<file path="src/rtl/fpalu_issue_pkg.sv">
// ---------------------------------------------------------------------------
// fpalu_issue_pkg
//   Shared definitions for the FPALU issue sequencer:
//   - FOP* opcode constants (the same encoding the FPALU decodes)
//   - data/opcode/flag widths
//   - sequencer state encoding and the packed flag record
// ---------------------------------------------------------------------------
package fpalu_issue_pkg;

  localparam int OPW = 5;   // opcode width
  localparam int DW  = 32;  // operand / result width
  localparam int FLW = 4;   // {nan, zero, overflow, underflow}

  // FPALU opcodes. Anything not listed is undefined and runs on the
  // zero-latency path, where the FPALU returns all-zero outputs.
  localparam logic [OPW-1:0] FOPADD   = 5'd0;
  localparam logic [OPW-1:0] FOPSUB   = 5'd1;
  localparam logic [OPW-1:0] FOPMUL   = 5'd2;
  localparam logic [OPW-1:0] FOPDIV   = 5'd3;
  localparam logic [OPW-1:0] FOPSQRT  = 5'd4;
  localparam logic [OPW-1:0] FOPABS   = 5'd5;
  localparam logic [OPW-1:0] FOPNEG   = 5'd6;
  localparam logic [OPW-1:0] FOPCEQ   = 5'd7;
  localparam logic [OPW-1:0] FOPCLT   = 5'd8;
  localparam logic [OPW-1:0] FOPCLE   = 5'd9;
  localparam logic [OPW-1:0] FOPCVTSW = 5'd10;
  localparam logic [OPW-1:0] FOPCVTWS = 5'd11;
  localparam logic [OPW-1:0] FOPSGNJ  = 5'd12;
  localparam logic [OPW-1:0] FOPSGNJN = 5'd13;
  localparam logic [OPW-1:0] FOPSGNJX = 5'd14;

  typedef enum logic [1:0] {
    ST_IDLE = 2'd0,
    ST_WAIT = 2'd1,
    ST_DONE = 2'd2
  } state_e;

  typedef struct packed {
    logic nan;
    logic zero;
    logic overflow;
    logic underflow;
  } flags_t;

endpackage

</file>
<file path="src/rtl/fpalu_issue_lat_lut.sv">
// ---------------------------------------------------------------------------
// fpalu_lat_lut
//   Purely combinational opcode -> latency map. The value returned is the
//   number of extra WAIT cycles the sequencer spends before sampling the
//   FPALU outputs, i.e. the pipeline latency of the selected core.
// Ports
//   control_i  in   OPW   FOP* opcode being accepted
//   lat_o      out  CNTW  latency of that opcode in clocks
// ---------------------------------------------------------------------------
module fpalu_lat_lut
  import fpalu_issue_pkg::*;
#(
  parameter int CNTW     = 5,
  parameter int LAT_ADD  = 7,
  parameter int LAT_MUL  = 5,
  parameter int LAT_DIV  = 6,
  parameter int LAT_SQRT = 16,
  parameter int LAT_CMP  = 1,
  parameter int LAT_CVT  = 6,
  parameter int LAT_COMB = 0
) (
  input  logic [OPW-1:0]  control_i,
  output logic [CNTW-1:0] lat_o
);

  always_comb begin
    // Sign manipulation ops and undefined opcodes share the combinational path.
    lat_o = CNTW'(LAT_COMB);
    case (control_i)
      FOPADD, FOPSUB:            lat_o = CNTW'(LAT_ADD);
      FOPMUL:                    lat_o = CNTW'(LAT_MUL);
      FOPDIV:                    lat_o = CNTW'(LAT_DIV);
      FOPSQRT:                   lat_o = CNTW'(LAT_SQRT);
      FOPCEQ, FOPCLT, FOPCLE:    lat_o = CNTW'(LAT_CMP);
      FOPCVTSW, FOPCVTWS:        lat_o = CNTW'(LAT_CVT);
      default:                   lat_o = CNTW'(LAT_COMB);
    endcase
  end

endmodule

</file>
<file path="src/rtl/fpalu_issue.sv">
// ---------------------------------------------------------------------------
// fpalu_issue
//   Initiator-side sequencer for the pipelined FPALU. On an accepted request
//   it registers opcode/operands onto the FPALU inputs, holds them for the
//   opcode's fixed latency, then captures result, flags and compare bit.
//   A new request may be accepted in the DONE cycle, so ops issue back to
//   back with no idle cycle in between.
// Ports
//   iclock        in   1   clock
//   ireset        in   1   asynchronous active-high reset
//   istart        in   1   request, honoured only in IDLE or DONE
//   icontrol      in   5   FOP* opcode
//   idataa/b      in   32  operands
//   oalu_control  out  5   opcode to FPALU (held from accept to next accept)
//   oalu_dataa/b  out  32  operands to FPALU (held likewise)
//   ialu_result   in   32  FPALU result
//   ialu_flags    in   4   FPALU {nan, zero, overflow, underflow}
//   ialu_comp     in   1   FPALU compare result
//   obusy         out  1   high while waiting on the FPALU (stall request)
//   odone         out  1   one-cycle pulse, captured outputs are valid
//   oresult       out  32  captured result (held until next capture)
//   oflags        out  4   captured flags
//   ocompresult   out  1   captured compare bit
// ---------------------------------------------------------------------------
module fpalu_issue
  import fpalu_issue_pkg::*;
#(
  parameter int CNTW     = 5,
  parameter int LAT_ADD  = 7,
  parameter int LAT_MUL  = 5,
  parameter int LAT_DIV  = 6,
  parameter int LAT_SQRT = 16,
  parameter int LAT_CMP  = 1,
  parameter int LAT_CVT  = 6,
  parameter int LAT_COMB = 0
) (
  input  logic           iclock,
  input  logic           ireset,
  input  logic           istart,
  input  logic [OPW-1:0] icontrol,
  input  logic [DW-1:0]  idataa,
  input  logic [DW-1:0]  idatab,
  output logic [OPW-1:0] oalu_control,
  output logic [DW-1:0]  oalu_dataa,
  output logic [DW-1:0]  oalu_datab,
  input  logic [DW-1:0]  ialu_result,
  input  logic [FLW-1:0] ialu_flags,
  input  logic           ialu_comp,
  output logic           obusy,
  output logic           odone,
  output logic [DW-1:0]  oresult,
  output logic [FLW-1:0] oflags,
  output logic           ocompresult
);

  state_e          state_q, state_d;
  logic [CNTW-1:0] count_q, count_d;
  logic [CNTW-1:0] lat_w;
  logic            accept;
  logic            capture;

  logic [OPW-1:0]  ctrl_q;
  logic [DW-1:0]   dataa_q;
  logic [DW-1:0]   datab_q;
  logic [DW-1:0]   result_q;
  flags_t          flags_q;
  logic            comp_q;

  // Latency is looked up from the incoming opcode so it can be loaded on
  // the same edge the opcode is latched.
  fpalu_lat_lut #(
    .CNTW     (CNTW),
    .LAT_ADD  (LAT_ADD),
    .LAT_MUL  (LAT_MUL),
    .LAT_DIV  (LAT_DIV),
    .LAT_SQRT (LAT_SQRT),
    .LAT_CMP  (LAT_CMP),
    .LAT_CVT  (LAT_CVT),
    .LAT_COMB (LAT_COMB)
  ) u_lat_lut (
    .control_i (icontrol),
    .lat_o     (lat_w)
  );

  // Next-state logic. In WAIT the counter runs down to zero; the FPALU
  // outputs are sampled on the edge that finds the counter already at zero,
  // which places capture LAT+1 edges after the accept edge.
  always_comb begin
    state_d = state_q;
    count_d = count_q;
    accept  = 1'b0;
    capture = 1'b0;
    case (state_q)
      ST_IDLE: begin
        if (istart) accept = 1'b1;
      end
      ST_WAIT: begin
        // istart is deliberately not looked at here: requests during an op
        // are dropped, not queued.
        if (count_q != '0) begin
          count_d = count_q - CNTW'(1);
        end else begin
          capture = 1'b1;
          state_d = ST_DONE;
        end
      end
      ST_DONE: begin
        if (istart) accept  = 1'b1;
        else        state_d = ST_IDLE;
      end
      default: begin
        state_d = ST_IDLE;
      end
    endcase
    if (accept) begin
      state_d = ST_WAIT;
      count_d = lat_w;
    end
  end

  always_ff @(posedge iclock or posedge ireset) begin
    if (ireset) begin
      state_q <= ST_IDLE;
      count_q <= '0;
    end else begin
      state_q <= state_d;
      count_q <= count_d;
    end
  end

  // FPALU drive registers: loaded only on accept, so they stay constant for
  // the whole op and beyond until the next accepted request.
  always_ff @(posedge iclock or posedge ireset) begin
    if (ireset) begin
      ctrl_q  <= '0;
      dataa_q <= '0;
      datab_q <= '0;
    end else if (accept) begin
      ctrl_q  <= icontrol;
      dataa_q <= idataa;
      datab_q <= idatab;
    end
  end

  // Result capture registers: loaded only at the end of an op and held
  // through DONE and IDLE.
  always_ff @(posedge iclock or posedge ireset) begin
    if (ireset) begin
      result_q <= '0;
      flags_q  <= '0;
      comp_q   <= 1'b0;
    end else if (capture) begin
      result_q <= ialu_result;
      flags_q  <= flags_t'(ialu_flags);
      comp_q   <= ialu_comp;
    end
  end

  // Handshake outputs decode registered state only, so they are glitch-free
  // and independent of istart.
  assign obusy        = (state_q == ST_WAIT);
  assign odone        = (state_q == ST_DONE);

  assign oalu_control = ctrl_q;
  assign oalu_dataa   = dataa_q;
  assign oalu_datab   = datab_q;
  assign oresult      = result_q;
  assign oflags       = flags_q;
  assign ocompresult  = comp_q;

endmodule

</file>
<file path="config.mk">
export PLATFORM = sky130hd
export DESIGN_NAME = fpalu_issue
export DESIGN_NICKNAME = d
export VERILOG_FILES = /design/src/rtl/fpalu_issue_pkg.sv /design/src/rtl/fpalu_issue_lat_lut.sv /design/src/rtl/fpalu_issue.sv
export SDC_FILE = /design/constraint.sdc
export NUM_CORES = 1
export LEC_CHECK = 0
export ABC_AREA = 1
export BUFFER_PORTS_ARGS = -buffer_cell sky130_fd_sc_hd__buf_4
export CAP_MARGIN = 40
export CORE_UTILIZATION = 29
export DETAILED_ROUTE_END_ITERATION = 10
export GPL_TIMING_DRIVEN = 0
export PLACE_DENSITY_LB_ADDON = 0.05
export SYNTH_ARGS = -nofsm -noshare
export SYNTH_HDL_FRONTEND = slang
export SYNTH_SLANG_ARGS = --single-unit
</file>
<file path="constraint.sdc">
create_clock -name iclock -period 4.35 [get_ports iclock]
set_input_delay 0.87 -clock iclock [delete_from_list [all_inputs] [get_ports iclock]]
set_output_delay 0.87 -clock iclock [all_outputs]
set_load 0.005 [all_outputs]
</file>
==> impl_metrics.yaml, run 1 <==
critical_path:
  crit_type: "flop to output pin"
  crit_fanout: 4
  ff2ff_path_depth: 7
  cp.required_ps: 3480
  cp-end-kind: "output pin"
  startpoint_type: "flop"
  worst_ep_arrival_time_ps: 1130
sta:
  max_freq_mhz: 500
  setup_violations: 0
  fin_tns_setup_ps: 0
  tightestPinTransition_ps: 479
  holdWs_ps: 478
  slew_viol_final: 0
  finalHoldViolations: 0
  rsz0062_at_grt: "no"
  final.min_clock_period_ps: 2000
  finalCritPeriodShare: 0.460
  slew_headroom: 0.681
  final.setup_skew_ps: 7.00
pwr:
  p_sw_mw: 1.54
  p_leak_nw: 3.59
  clockPowerShare: 0.252
  power.internal_mw: 3.62
  p_total_mw: 5.15
  seqPwrFrac: 0.363
  p_sw_frac: 0.298
  p_comb_frac: 0.385
  power.density_nw_per_um2: 743
  ir_drop_uv: 261
detailed_routing:
  drt-total-wl_um: 11100
  viasPerCell: 4.25
  drt.antenna.violating_nets: 0
  first_pass_iters: 6
  vias: 3492
  dr.first_iter.drc_count: 98
  wl_per_cell_um: 13.6
  drc: 0
clocking:
  cts_resized: 0
  clkLatencyLatePin_ps: 400
  cts_tree: "built"
  cts.clk_slew.worst_paths_ps: 50
  h-tree-depth: 4
  hold_buffers: 0
  cts_buffers: 17
  postCtsSetupBuffers: 0
  clk_path_buf_depth: 2
  cts_sinks: 113
  clockRootBuffer: "clkbuf_16"
synthesis:
  synth_fa_ha_area_frac: 0.00279
  ys_seq_elements: 113
  synth.area.mux_share: 0.163
  synth_compound_area_frac: 0.00892
  yosysTopAreaCell: "dfrtp_1"
  synth.area.top_cells: "dfrtp_1 63%, mux2_2 16%, nand2_1 12%"
  netlist.area_leader.share: 0.630
  syn_area_um2: 4490
  yosys_warnings: 0
  synth-xor-area-share: 0
  synth-simple-area-share: 0.147
  seq_area_frac_synth: 0.630
  synth.distinct_cells: 17
  synth_nets: 496
  syn_area_per_cell_um2: 11.6
  synth_top_family_by_area: "multiplexers"
  synthCells: 386
global_route:
  top_usage_layer: "met2"
  grtUsageMet3: 0.0548
  grt_util_met1: 0.183
  grt.overflow.total: 0
  grt_start_max_net_pins: 65
  track_usage: 0.145
  antenna_found_initial: 0
  grt_pass1_vias: 3482
  grt_use_met2: 0.218
  grt_pass1_wl_um: 17600
finish:
  mostFrequentLayoutCells: "217 x buf_4, 142 x nand2_1, 113 x dfrtp_1"
  nets: 732
  syn_to_final_growth_pct: 54.5
  finalNonFillerCells: 821
  final_common_cell: "buf_4"
  num-fill-cells: 1427
  drive_gt1_frac: 0.526
  diodes: 0
floorplan:
  num_rows: 45
  die_y_um: 126
  die_x_um: 126
  placeableCoreArea_um2: 15100
  initial_core_util: 0.296
  die-area_um2: 16000
  io_pins: 217
placed_design:
  io_buffers: 216
  dpl.cell_count: 791
  gp_congestion: 0.742
  dp_hpwl_um: 8060
status:
  outcome: "finished, final reports clean"
min_path:
  hold_path_depth: 2
  hp-class: "flop to flop"
run:
  maxCapViolCount: 0
[power by group through the flow]
stage / Combinational [mW] / Sequential [mW] / Clock (mW)
6_report: 1.99 / 1.87 / 1.30
5_1_grt: 2.21 / 1.93 / 1.39
4_1_cts: 2.03 / 1.87 / 1.34
3_5_place_dp: 2.03 / 1.88 / 0
3_3_place_gp: 2.01 / 1.87 / 0
2_1_floorplan: 0.907 / 1.90 / 0
[worst max-delay path: stages, from the launching register on]
cell and delay, ps:
dfrtp_1 390, inv_2 80, nor2_4 130, buf_4 130
[kinds of logic (layout without fill, tap and decap cells)]
kind of cell,after synthesis,after routing
adder cells (fa/ha/maj),1,1
multiplexers,65,65
flip-flops,113,113
buffers and inverters,33,280
AND/OR/NAND/NOR,166,166
AO/OA/AOI/OAI,8,8
[path summary, 6_finish.rpt]
check                      slack [ps]        start              to
max in group asynchronous        3180       ireset  oalu_datab[22]
min in group asynchronous         490       ireset     oresult[28]
setup reg to reg                 2830   count_q[0]     oresult[26]
hold reg to reg                   480  oresult[11]     oresult[11]
hold / removal                    480  oresult[11]     oresult[11]
setup / recovery                 2350   state_q[0]           obusy
[final cells by class]
type | instances | area (um^2) | share of cell area
plain buffers | 17 | 156 | 0.0226
clock buffers | 24 | 502 | 0.0724
clock inverters | 6 | 55.1 | 0.00794
inverters | 16 | 65.1 | 0.00938
multi-input cells | 240 | 1440 | 0.208
flip-flops and latches | 113 | 2830 | 0.408
well taps | 188 | 235 | 0.0339
repair buffers | 217 | 1650 | 0.238
[synth_stat cells (all sizes together)]
cell type / count
mux2: 65
nor2: 11
nand2: 142
nand3: 10
inv: 16
ha: 1
a21oi: 3
dfrtp: 113
buf: 17
nand4: 3
o21ai: 5
[per-stage QoR]
stage	instance area [um^2]	setup slack (ps)	util
floorplan	4490	493	-
global placement	6340	-999	0.419
detailed placement	6380	2340	0.421
CTS	6930	2320	0.458
global route	6930	2270	0.458
finish	6930	2350	0.458
[metal layers]
layer | vias to the layer above | wire, um
li1 | 1714 | -
met1 | 1609 | 4900
met2 | 155 | 5120
met3 | 14 | 923
met4 | 0 | 184
met5 | - | 0
[registers in the layout, summed over array words and instances, names as in the netlist]
signal	flops
oalu_dataa	32
oflags	4
oalu_datab	32
count_q	5
oresult	32
ocompresult	1
state_q	2
oalu_control	5
No activity file was read; power rests on OpenSTA's default activity.
==> run 2, diff against run 1 <==
==> constraint.sdc (replaced) <==
create_clock -name iclock -period 1.9 [get_ports iclock]
set_input_delay 0.38 -clock iclock [delete_from_list [all_inputs] [get_ports iclock]]
set_output_delay 0.38 -clock iclock [all_outputs]
set_load 0.005 [all_outputs]
==> run 2 against run 1 <==
Net effect: global-route usage rose by 0.71 points; wire length rose by 2.5%; non-clock buffer count rose by 2; flip-flop and latch count did not move; clock skew rose by 1.1 ps; critical path depth rose by 4; final cell count rose by 0.49%; register-to-register slack got worse by 2500 ps; total power rose by 140%; clock power rose to 2.6 times the previous value; critical endpoint is now oresult[22]; highest routed layer unchanged.
==> impl_metrics.yaml, run 2 (synthesis results as in run 1) <==
critical_path:
  rrSetupSlack_ps: 340
  rr_endpoint: "oresult[22]"
  cp-end-kind: "flop"
  cp_top_family: "buffers and inverters"
  cp.required_ps: 2200
  worst_ep_arrival_time_ps: 1860
  crit_type: "flop to flop"
  crit_top_cell: "nand2_1"
  crit_chain: "inv_1 -> ha_1 -> nand4_2 -> buf_2 -> buf_6 -> nand2_1 -> nand2_1"
  rr_startpoint: "count_q[0]"
  cp_slowest_stage_delay_ps: 380
  crit_buf_inv: 3
  crit_fanout: 10
  startpoint_type: "flop"
  ff2ff_path_depth: 7
  cp-startpoint: "count_q[0]"
  worstSetupPathDepth: 7
  crit_path_top_delay_cell: "dfrtp_1"
global_route:
  grt_util_met1: 0.182
  grt_start_max_net_pins: 37
  top_usage_layer: "met2"
  grtUsageMet3: 0.0700
  grt.overflow.total: 0
  antenna_found_initial: 0
  track_usage: 0.152
  grt_use_met2: 0.233
  grt_pass1_wl_um: 18400
  grt_pass1_vias: 3556
detailed_routing:
  wl_per_cell_um: 13.8
  first_pass_iters: 4
  drc: 0
  drt-total-wl_um: 11400
  dr.first_iter.drc_count: 82
  viasPerCell: 4.27
  drt.antenna.violating_nets: 0
  vias: 3524
finish:
  mostFrequentLayoutCells: "217 x buf_4, 142 x nand2_1, 113 x dfrtp_1"
  drive_gt1_frac: 0.532
  final_common_cell: "buf_4"
  diodes: 0
  syn_to_final_growth_pct: 57.0
  nets: 734
  final_core_util: 0.465
clocking:
  postCtsSetupBuffers: 0
  cts_buffers: 17
  cts_resized: 0
  cts_sinks: 113
  hold_buffers: 0
  clk_path_buf_depth: 2
  h-tree-depth: 4
  clockRootBuffer: "clkbuf_16"
  cts.clk_slew.worst_paths_ps: 60
  clkLatencyLatePin_ps: 410
  cts_tree: "built"
pwr:
  p_leak_nw: 3.61
  ir_drop_uv: 840
  power.density_nw_per_um2: 1730
sta:
  final.min_clock_period_ps: 1560
  slew_headroom: 0.605
  holdWs_ps: 41.9
  slew_viol_final: 0
  finalHoldViolations: 0
  tightestPinTransition_ps: 591
  finalCritPeriodShare: 0.823
  rsz0062_at_grt: "no"
  max_freq_mhz: 640
  final.setup_skew_ps: 8.14
  setup_violations: 0
placed_design:
  io_buffers: 216
  gp_congestion: 0.749
  dp_hpwl_um: 8460
floorplan:
  io_pins: 217
  placeableCoreArea_um2: 15100
  die_y_um: 126
  die_x_um: 126
  initial_core_util: 0.296
  die-area_um2: 16000
  num_rows: 45
status:
  outcome: "finished, final reports clean"
run:
  maxCapViolCount: 0
min_path:
  hp-class: "input port to async pin"
-- run 2: cell count changes in the layout (fill, tap and decap cells not counted) --
cell | before | now
buf_12 | 0 | 2
bufinv_16 | 1 | 4
clkbuf_1 | 2 | 0
clkbuf_8 | 5 | 1
clkinv_2 | 5 | 3
clkinv_4 | 0 | 1
clkinvlp_4 | 0 | 7
inv_6 | 1 | 0
-- run 2: through the flow --
stage / total power [mW] / std cells / TNS, ps / cell area (um^2) / setup slack, ps
final: 12.2 / 825 / 0 / 7040 / 336
after global routing: 13.1 / 825 / 0 / 7040 / 204
after CTS: 12.4 / 825 / 0 / 7040 / 315
after detailed placement: 8.99 / 793 / 0 / 6420 / 330
after global placement: 8.87 / 790 / -77230 / 6350 / -691
after floorplan: 6.43 / 386 / 0 / 4490 / 149
-- run 2: per-layer routing --
metal | wire, um | part of all wire | vias up
met2 | 5250 | 0.46 | 156
met1 | 4880 | 0.43 | 1632
met3 | 1110 | 0.098 | 17
met4 | 169 | 0.015 | 0
li1 | - | - | 1719
met5 | 0 | 0 | -
-- run 2: how the worst max path moves through the flow --
stage | end | slack (ps)
floorplan | count_q[0] | 150
global placement | oalu_datab[0] | -690
detailed placement | oresult[17] | 330
CTS | oresult[23] | 310
global route | oresult[31] | 200
finish | oresult[22] | 340
-- run 2: power by group --
group	internal [mW]	total, mW	switching, mW
sequential	3.63	4.27	0.644
clock	2.22	3.35	1.13
combinational	2.72	4.59	1.87
total	8.57	12.2	3.64
-- run 2: cell type report --
| cell class | instances | area, um^2 |
|---|---|---|
| fill | 1424 | 8100 |
| sequential | 113 | 2830 |
| timing repair buffer | 219 | 1690 |
| multi-input combinational | 240 | 1440 |
| clock buffer | 18 | 439 |
| tap | 188 | 235 |
| clock inverter | 14 | 189 |
| buffer | 17 | 156 |
| inverter | 16 | 63.8 |
==> run 3, diff against run 2 <==
--- a/config.mk
+++ b/config.mk
@@ -5,7 +5,7 @@
 export SDC_FILE = /design/constraint.sdc
 export NUM_CORES = 1
 export LEC_CHECK = 0
-export ABC_AREA = 1
+export ABC_AREA = 0
 export BUFFER_PORTS_ARGS = -buffer_cell sky130_fd_sc_hd__buf_4
 export CAP_MARGIN = 40
 export CORE_UTILIZATION = 29
==> constraint.sdc (replaced) <==
create_clock -name iclock -period 1.6 [get_ports iclock]
set_input_delay 0.32 -clock iclock [delete_from_list [all_inputs] [get_ports iclock]]
set_output_delay 0.32 -clock iclock [all_outputs]
set_load 0.005 [all_outputs]
==> run 3 against run 2 <==
Net effect: global-route usage up 0.88 points; count of clock-buffer cells in the layout up 8; largest cell class unchanged; sequential share of layout area down 0.55 points; highest routed layer unchanged; synthesized area down 1.2%; the run now ends with design-rule violations, negative setup slack left; wire length up 7.8%; flip-flop and latch count unchanged; final area up 1.4%.
==> impl_metrics.yaml, run 3 <==
placed_design:
  gp_congestion: 0.715
  io_buffers: 216
  dp_hpwl_um: 8920
  dpl-instance-area_um2: 6370
  dpl.cell_count: 820
detailed_routing:
  vias: 3730
  wl_per_cell_um: 14.2
  first_pass_iters: 9
  drc: 16
  viasPerCell: 4.32
  dr.first_iter.drc_count: 135
  drt.antenna.violating_nets: 0
  drt-total-wl_um: 12300
synthesis:
  syn_area_um2: 4430
  yosys_warnings: 0
  synth.most_common_cell: "nand2_1"
  syn_area_per_cell_um2: 10.6
  ys.flop_type: "dfrtp_1"
  yosysTopAreaCell: "dfrtp_1"
  synth-async-reset-ratio: 1.00
  synth.area.top_cells: "dfrtp_1 64%, nand2_1 18%, mux2_4 6.4%"
  seq_area_frac_synth: 0.638
  synth_common_cells: "211 x nand2_1, 113 x dfrtp_1, 19 x mux2_4"
  synth.distinct_cells: 24
  netlist.area_leader.share: 0.638
  synth_nets: 527
  synthCells: 417
  synth_edf_count: 0
  ys_seq_elements: 113
status:
  outcome: "finished with violations"
  violations: "design-rule violations, negative setup slack"
sta:
  rsz0062_at_grt: "yes"
  slew_headroom: 0.497
  finalCritPeriodShare: 1.28
  fin_tns_setup_ps: -16800
  final.min_clock_period_ps: 2050
  setup_violations: 44
  tightestPinTransition_ps: 753
  final.setup_skew_ps: 6.63
  final.setup.worst_slack_ps: -449
  max_freq_mhz: 488
  slew_viol_final: 0
  finalHoldViolations: 0
clocking:
  hold_buffers: 0
  cts_buffers: 17
  h-tree-depth: 4
  cts_tree: "built"
  cts_sinks: 113
  clk_path_buf_depth: 2
  clockRootBuffer: "clkbuf_16"
  clkLatencyLatePin_ps: 400
  cts.clk_slew.worst_paths_ps: 50
finish:
  drive_gt1_frac: 0.486
  syn_to_final_growth_pct: 61.1
  diodes: 0
  multi_input_area_um2: 1530
  mostFrequentLayoutCells: "223 x buf_4, 210 x nand2_1, 113 x dfrtp_1"
  final_common_cell: "buf_4"
  finalNonFillerCells: 863
  num-fill-cells: 1412
  design_area_um2: 7140
  nets: 777
  seq_area_um2: 2830
critical_path:
  worst_ep_arrival_time_ps: 2340
  crit_fanout: 5
  crit_type: "flop to flop"
  crit_path_top_delay_cell: "dfrtp_1"
  cp_top_family: "simple AND/OR/NAND/NOR gates"
  crit_buf_inv: 3
  cp-end-kind: "flop"
  crit_chain: "inv_2 -> ha_4 -> or3b_4 -> or3_4 -> buf_12 -> clkbuf_16 -> mux2_4"
  startpoint_type: "flop"
  cp.required_ps: 1890
  rrSetupSlack_ps: -450
  cp_slowest_stage_delay_ps: 390
global_route:
  grt_pass1_wl_um: 19400
  grtUsageMet3: 0.0578
  top_usage_layer: "met2"
  grt_pass1_vias: 3845
  antenna_found_initial: 0
  grt_use_met2: 0.253
  grt_util_met1: 0.197
  grt.overflow.total: 0
  track_usage: 0.161
  grt_start_max_net_pins: 38
floorplan:
  io_pins: 217
  die_x_um: 126
  die_y_um: 126
  die-area_um2: 15800
  num_rows: 44
  initial_core_util: 0.302
  placeableCoreArea_um2: 14700
run:
  maxCapViolCount: 0
min_path:
  hp-class: "input port to async pin"
pwr:
  p_leak_nw: 3.89
  power.density_nw_per_um2: 2000
  ir_drop_uv: 761
==> run 3: kinds of logic after synthesis <==
kind of cell / share of synthesized area
compound gates: 0.0172
xor+xnor: 0.00395
fa+ha+maj: 0.00282
flops: 0.638
mux: 0.110
buf+inv: 0.0274
simple gates: 0.201
==> run 3: metal layers <==
layer | vias to the layer above | wire length, um
li1 | 1813 | -
met1 | 1753 | 5180
met2 | 146 | 5820
met3 | 18 | 1040
met4 | 0 | 249
met5 | - | 0
==> run 3: layout make-up <==
| cell class | count | area share |
|---|---|---|
| buffer | 19 | 0.0196 |
| inverter | 6 | 0.00368 |
| multi-input combinational | 278 | 0.214 |
| clock buffer | 26 | 0.0741 |
| timing repair buffer | 232 | 0.257 |
| clock inverter | 5 | 0.00350 |
| tap | 184 | 0.0322 |
| sequential | 113 | 0.396 |
==> run 3: power by group <==
part	switching (mW)	internal, mW
clock network	1.23	2.24
logic	2.32	3.48
registers	0.757	4.26
total	4.30	9.98
==> run 3: timing repair <==
action | 4_1_cts | 5_1_grt
resized for setup | 19 | 23
cloned | 1 | 1
buffers inserted | 7 | 4
pin swaps | 3 | 7
setup endpoints to repair | 113 | 101
==> run 3: metrics by stage <==
| stage | setup slack (ps) | util | total power [mW] | hold slack, ps |
|---|---|---|---|---|
| 2_1_floorplan | -450 | - | 7.43 | 425 |
| 3_3_place_gp | -928 | 0.430 | 10.3 | 460 |
| 3_5_place_dp | -576 | 0.434 | 10.4 | 463 |
| 4_1_cts | -482 | 0.480 | 14.3 | 45.3 |
| 5_1_grt | -483 | 0.486 | 15.2 | 86.7 |
| 6_report | -449 | 0.486 | 14.3 | 46.6 |
==> run 3: final timing paths <==
kind / from / endpoint / depth (start not counted)
worst max register to register: count_q[0] / oresult[20] / 7
max in group asynchronous: ireset / oflags[0] / 4
worst max-delay path: count_q[0] / oresult[20] / 7
worst min-delay path: ireset / oresult[25] / 2
min in group iclock: idatab[21] / oalu_datab[21] / 3
worst min register to register: oalu_datab[22] / oalu_datab[22] / 2
